==> src/rtl/cell_cmd_parser.sv <==
// Byte-stream packet parser (A5, opcode, args) driving cell writes and frame commits; CELL_CMD_CHECKSUM_EN adds a trailing XOR byte.
// Latency: execution starts the cycle after the final byte; rx_ready drops for the whole EXEC phase (2 cycles per cell write).
module cell_cmd_parser #(
  parameter int WIDTH    = 16,
  parameter int HEIGHT   = 12,
  parameter int B_WIDTH  = 4,
  parameter int B_HEIGHT = 4,
  parameter int B_VGA    = 4
) (
  input  logic                  vclock,
  input  logic                  reset_n,
  input  logic [7:0]            rx_data,
  input  logic                  rx_valid,
  output logic                  rx_ready,
  output logic [3*B_VGA-1:0]    cell_rgb,
  output logic [B_WIDTH-1:0]    cell_x,
  output logic [B_HEIGHT-1:0]   cell_y,
  output logic                  cell_en,
  output logic                  update,
  output logic                  busy,
  output logic                  err,
  output logic [7:0]            err_count
);

  localparam logic [7:0] HDR    = 8'hA5;
  localparam logic [7:0] OP_SET = 8'h01;
  localparam logic [7:0] OP_UPD = 8'h02;
  localparam logic [7:0] OP_FIL = 8'h03;

  typedef enum logic [2:0] {S_IDLE, S_OPC, S_ARG, S_CHK, S_EXEC} state_t;

  state_t                state_q, state_d;
  logic [2:0]            cnt_q, cnt_d;
  logic [7:0]            op_q, op_d;
  logic [4:0][7:0]       arg_q, arg_d, args_c;
  logic                  phase_q, phase_d;
  logic [B_WIDTH-1:0]    x_q, x_d;
  logic [B_HEIGHT-1:0]   y_q, y_d;
  logic [3*B_VGA-1:0]    rgb_q, rgb_d;
  logic                  err_q, err_d;
  logic [7:0]            err_cnt_q, err_cnt_d;
  logic                  run_q;
  logic                  acc;
  logic                  start;
  logic [2:0]            last_idx;
  logic                  unused_args;
`ifdef CELL_CMD_CHECKSUM_EN
  logic [7:0]            csum_q, csum_d;
`endif

  assign rx_ready    = run_q && (state_q != S_EXEC);
  assign busy        = (state_q == S_EXEC);
  assign cell_en     = busy && phase_q && (op_q != OP_UPD);
  assign update      = busy && (op_q == OP_UPD);
  assign err         = err_q;
  assign err_count   = err_cnt_q;
  assign cell_x      = x_q;
  assign cell_y      = y_q;
  assign cell_rgb    = rgb_q;
  assign acc         = rx_valid && rx_ready;
  assign last_idx    = (op_q == OP_SET) ? 3'd4 : 3'd2;
  assign unused_args = ^args_c;

  // Argument view including the byte being accepted, so execution can start on the same edge.
  always_comb begin
    args_c = arg_q;
    if (state_q == S_ARG) args_c[cnt_q] = rx_data;
  end

  always_comb begin
    state_d = state_q;
    cnt_d   = cnt_q;
    op_d    = op_q;
    arg_d   = arg_q;
    phase_d = phase_q;
    x_d     = x_q;
    y_d     = y_q;
    rgb_d   = rgb_q;
    err_d   = 1'b0;
    start   = 1'b0;
`ifdef CELL_CMD_CHECKSUM_EN
    csum_d  = csum_q;
`endif
    case (state_q)
      S_IDLE: if (acc && rx_data == HDR) state_d = S_OPC;
      S_OPC: if (acc) begin
        op_d  = rx_data;
        cnt_d = 3'd0;
`ifdef CELL_CMD_CHECKSUM_EN
        csum_d = rx_data;
`endif
        if (rx_data == OP_SET || rx_data == OP_FIL) begin
          state_d = S_ARG;
        end else if (rx_data == OP_UPD) begin
`ifdef CELL_CMD_CHECKSUM_EN
          state_d = S_CHK;
`else
          state_d = S_EXEC;
`endif
        end else begin
          err_d   = 1'b1;
          state_d = S_IDLE;
        end
      end
      S_ARG: if (acc) begin
        arg_d = args_c;
`ifdef CELL_CMD_CHECKSUM_EN
        csum_d = csum_q ^ rx_data;
`endif
        if (cnt_q == last_idx) begin
`ifdef CELL_CMD_CHECKSUM_EN
          state_d = S_CHK;
`else
          start   = 1'b1;
`endif
        end else begin
          cnt_d = cnt_q + 3'd1;
        end
      end
`ifdef CELL_CMD_CHECKSUM_EN
      S_CHK: if (acc) begin
        if (rx_data != csum_q) begin
          err_d   = 1'b1;
          state_d = S_IDLE;
        end else begin
          start = 1'b1;
        end
      end
`endif
      S_EXEC: begin
        if (op_q == OP_UPD) begin
          state_d = S_IDLE;
        end else if (!phase_q) begin
          phase_d = 1'b1;
        end else begin
          phase_d = 1'b0;
          if (op_q == OP_SET ||
              (x_q == B_WIDTH'(WIDTH-1) && y_q == B_HEIGHT'(HEIGHT-1))) begin
            state_d = S_IDLE;
          end else if (x_q == B_WIDTH'(WIDTH-1)) begin
            x_d = '0;
            y_d = y_q + 1'b1;
          end else begin
            x_d = x_q + 1'b1;
          end
        end
      end
      default: state_d = S_IDLE;
    endcase

    if (start) begin
      phase_d = 1'b0;
      if (op_q == OP_UPD) begin
        state_d = S_EXEC;
      end else if (op_q == OP_SET &&
                   ({24'd0, args_c[0]} >= 32'(WIDTH) || {24'd0, args_c[1]} >= 32'(HEIGHT))) begin
        err_d   = 1'b1;
        state_d = S_IDLE;
      end else if (op_q == OP_SET) begin
        state_d = S_EXEC;
        x_d     = args_c[0][B_WIDTH-1:0];
        y_d     = args_c[1][B_HEIGHT-1:0];
        rgb_d   = {args_c[2][B_VGA-1:0], args_c[3][B_VGA-1:0], args_c[4][B_VGA-1:0]};
      end else begin
        state_d = S_EXEC;
        x_d     = '0;
        y_d     = '0;
        rgb_d   = {args_c[0][B_VGA-1:0], args_c[1][B_VGA-1:0], args_c[2][B_VGA-1:0]};
      end
    end

    err_cnt_d = (err_d && err_cnt_q != 8'hFF) ? err_cnt_q + 8'd1 : err_cnt_q;
  end

  always_ff @(posedge vclock or negedge reset_n) begin
    if (!reset_n) begin
      state_q   <= S_IDLE;
      cnt_q     <= '0;
      op_q      <= '0;
      arg_q     <= '0;
      phase_q   <= 1'b0;
      x_q       <= '0;
      y_q       <= '0;
      rgb_q     <= '0;
      err_q     <= 1'b0;
      err_cnt_q <= '0;
      run_q     <= 1'b0;
`ifdef CELL_CMD_CHECKSUM_EN
      csum_q    <= '0;
`endif
    end else begin
      state_q   <= state_d;
      cnt_q     <= cnt_d;
      op_q      <= op_d;
      arg_q     <= arg_d;
      phase_q   <= phase_d;
      x_q       <= x_d;
      y_q       <= y_d;
      rgb_q     <= rgb_d;
      err_q     <= err_d;
      err_cnt_q <= err_cnt_d;
      run_q     <= 1'b1;
`ifdef CELL_CMD_CHECKSUM_EN
      csum_q    <= csum_d;
`endif
    end
  end

endmodule

==> config.mk <==
export PLATFORM = sky130hd
export DESIGN_NAME = cell_cmd_parser
export DESIGN_NICKNAME = d
export VERILOG_FILES = /design/src/rtl/cell_cmd_parser.sv
export SDC_FILE = /design/constraint.sdc
export NUM_CORES = 1
export LEC_CHECK = 0
export ABC_AREA = 0
export ABC_CLOCK_PERIOD_IN_PS = 3660
export CAP_MARGIN = 25
export CORE_AREA = 2 2 114 116
export CTS_CLUSTER_SIZE = 30
export DETAILED_ROUTE_END_ITERATION = 8
export DIE_AREA = 0 0 116 118
export HOLD_SLACK_MARGIN = 0.05
export REMOVE_ABC_BUFFERS = 1
export SYNTH_ARGS = -nofsm -noshare
export SYNTH_HDL_FRONTEND = slang
export SYNTH_SLANG_ARGS = --single-unit
==> constraint.sdc <==
create_clock -name vclock -period 3.66 [get_ports vclock]
set_input_delay 0.915 -clock vclock [delete_from_list [all_inputs] [get_ports vclock]]
set_output_delay 0.915 -clock vclock [all_outputs]
set_load 0.02 [all_outputs]
==> results.md, run 1 <==
- Endpoints failing setup: 0
- I/O pin total: 44
- Row cnt: 41
- Via density: approximately 4.8
- P_leak: between 2 and 2.5 nW
- Critical Path RT: 2.74 ns
- Post-synth EDFFs: 0
- Vias post-DR: 2699
- Clock power share: ~51%
- Synth warn: 0
- Synth unique cells: approximately 50
- Total wire length: 8.53 mm
- CP Capture Type: output port
- Post-cts sizing count: 0
- Top FF cell, synth: dfrtp_1
- Reg power frac: between 40% and 50%
- Compound-Gate Fraction of Synth Area: about 9%
- Critical setup path kind: reg2out
- Die X: roughly 120 microns
- Hold Fails Final Rpt: 0
- Detailed Route Iter0 Violations: ~130
- Root buffer cell: clkbuf_16
- Hold WS: ~0.48 ns
- Post-Synth Adder-Cell Area: about 1.3%
- Synth-to-layout area growth: 24.9%
- Port-buffer cells: 43
- Clk_lat worst skew: roughly 0.33 ns
- Power Dens Cells: between 300 and 400 nW/um^2
- RSZ-0062 raised after global routing: no
- DRC Markers: 0
- Period utilisation layout: 94.4%
- Comb pwr share: under 10%
- Syn avg cell area: roughly 11 sq um
- Net Sw Frac: between 20 and 25%
- Switch Pwr: between 300 and 400 uW
- Synth Area in Simple Gates: 14.5%
- GR Layer Usage met1: 18.2%
- Pin count of the biggest net entering global routing: 74
- DRT Pass-1 Iters: 5
- Max Slew Vio Count: 0
- CTS sink cnt: 73
- Setup tns final: 0 ns
- TritonCTS Buffers: 9
- Wire length of the first global-routing pass: 14.3 mm
- Core area: about 12000 sq um
- Die ar.: around 14000 sq um
- Critical path startpoint category: flip-flop
- Max FO, Critical Path: 3
- Max-cap violations: 0
- Clock buffer depth: 2
- Worst clock skew: about 0.0074 ns
- Largest family of logic cells by synthesized area: multiplexers
- Share of the synthesized area in the top cell type: slightly below 50%
- Initial Util: 30.5%
- Fmax: between 0.2 and 0.3 GHz
- Clk slew on worst S/H paths: 0.06 ns
- Synthesized instance count: approximately 340
- Int Power: between 1 and 1.5 mW
- Number of global-route vias before repair: around 2700
- Top cells by area, synth: dfrtp_1 48%, mux2_2 14%, mux2i_1 6.4%
- Max VDD drop: 0.220 mV
- Gr ovfl total: 0
- H-tree depth: 3
- Xor/xnor cell area share of the yosys netlist: under 10%
- Die height: between 100 and 150 microns
- Post-synthesis mux area share: about a fifth
- CTS tree: built
- Share of the yosys chip area belonging to registers: 48.3%
- Grt peak-use layer: met2
- Number of diodes: 0
- Status: finished clean
- WL/cell: 15.2 microns
- Hpwl dp: between 6 and 7 mm
- Initial antenna violation count: 0
- Fin crit period: roughly 3.5 ns
- Async S/R FF share, synth: 100%
- Nets: 400
- Worst hold-check path type: reg2reg
- Setup bufs post-CTS: 0
- M3 GR Usage: under 10%
- Hold buffers post-CTS: 0
- Antenna Nets Post-Route: 0
- Area of the mapped netlist: between 3000 and 4000 sq um
- Arrival time at the worst endpoint: ~2.5 ns
- Max_slew headroom: 37.9%
- GP Congestion: 0.776
- #FFs+latches synth: 73
- Total Routing Usage GR: 13.2%
- Tightest Pin Transition: roughly 0.93 ns
- Area leader, netlist: dfrtp_1
- GR Util met2: about 20%
- Layout cells sized above 1: between 20% and 30%
-- placed cells by master, fill, tap and decap left out, types with 9 or more instances in the layout --
cell type / instances
nand2_1: 29
nor2_1: 23
dfrtp_1: 73
clkdlybuf4s50_1: 42
o21ai_0: 19
clkbuf_16: 9
buf_4: 13
mux2_2: 48
mux2i_1: 24
a21oi_1: 11
nand3_1: 9
-- final cells by class --
| type | count | area, sq um |
|---|---|---|
| tap | 172 | 215 |
| multi-input combinational | 243 | 1830 |
| clock inverter | 4 | 51.3 |
| sequential | 73 | 1830 |
| timing repair buffer | 56 | 538 |
| clock buffer | 12 | 256 |
| fill | 1232 | 7690 |
| inverter | 2 | 7.51 |
-- worst max-delay path, stage by stage, from the launching register on --
cell and delay (ns):
dfrtp_1 0.37, nor4_1 0.53, nand2_1 0.16, nor3b_1 0.22, buf_4 0.17, nor2b_1 0.07
and2_1 0.16, clkdlybuf4s50_1 0.53
-- state kept, by name (all words and copies together) (netlist names), 3 cells and up --
| register | cells |
|---|---|
| arg_q | 28 |
| cell_rgb | 12 |
| cell_x | 4 |
| cell_y | 4 |
| cnt_q | 3 |
| err_count | 8 |
| op_q | 8 |
| state_q | 3 |
-- power groups by stage --
stage	Combinational (mW)	Clock, mW	Sequential, mW
final	0.0486	0.896	0.808
after global routing	0.0544	0.944	0.808
after CTS	0.0505	0.915	0.808
after detailed placement	0.0503	0	0.823
after global placement	0.0492	0	0.823
after floorplan	0.00597	0	0.823
-- layer usage --
metal | share of wire [%] | up-vias
met5 | 0 | -
met4 | 1.5 | 0
met3 | 3.4 | 12
met2 | 47 | 40
met1 | 48 | 1333
li1 | - | 1314
-- synthesized netlist by cell type (all sizes together) (3+ instances only) --
cell type,number
nor4,3
o2111ai,3
and3,3
dfrtp,73
buf,3
mux2,48
clkbuf,15
o21ai,19
nand2,30
o31ai,3
a21oi,11
nor2,23
and2,7
mux2i,24
xor2,3
nor3b,6
xnor2,8
ha,4
o22ai,8
nand3,10
-- stage by stage --
step                      util, %  power, mW  area (sq um)  cells  setup WS (ns)
after CTS                    38.0       1.77          4720    562          0.179
after detailed placement     35.6      0.873          4410    546          0.185
after global placement       35.6      0.872          4410    546          0.222
after floorplan                 -      0.829          3660    318          0.501
after global routing         38.0       1.81          4720    562         0.0198
final                        38.0       1.75          4720    562          0.205
-- kinds of logic (layout without fill, tap and decap cells) --
logic type,after synthesis,count (layout)
simple gates,102,102
flops,73,73
mux,72,72
compound gates,53,53
buf+inv,20,74
xor+xnor,11,11
fa+ha+maj,4,4
other cells,1,1
-- final timing paths --
kind | start | to | slack (ns) | depth (start not counted)
min in group asynchronous | reset_n | state_q[0]$_DFFE_PN0P_ | 0.73 | 1
worst max register to register | state_q[0]$_DFFE_PN0P_ | cell_rgb[9]$_DFFE_PN0P_ | 0.81 | 7
worst min register to register | arg_q[17]$_DFFE_PN0P_ | arg_q[17]$_DFFE_PN0P_ | 0.48 | 2
max in group asynchronous | reset_n | arg_q[33]$_DFFE_PN0P_ | 2.33 | 1
worst min-delay path | arg_q[17]$_DFFE_PN0P_ | arg_q[17]$_DFFE_PN0P_ | 0.48 | 2
worst max-delay path | op_q[3]$_DFFE_PN0P_ | cell_en | 0.20 | 7
Power figures use the tool's default switching activity.
==> run 2, diff against run 1 <==
--- a/config.mk
+++ b/config.mk
@@ -12,7 +12,6 @@
 export CTS_CLUSTER_SIZE = 30
 export DETAILED_ROUTE_END_ITERATION = 8
 export DIE_AREA = 0 0 116 118
-export HOLD_SLACK_MARGIN = 0.05
 export REMOVE_ABC_BUFFERS = 1
 export SYNTH_ARGS = -nofsm -noshare
 export SYNTH_HDL_FRONTEND = slang
==> results of run 2 <==
Final layout, timing and power as in run 1 (identical DEF).
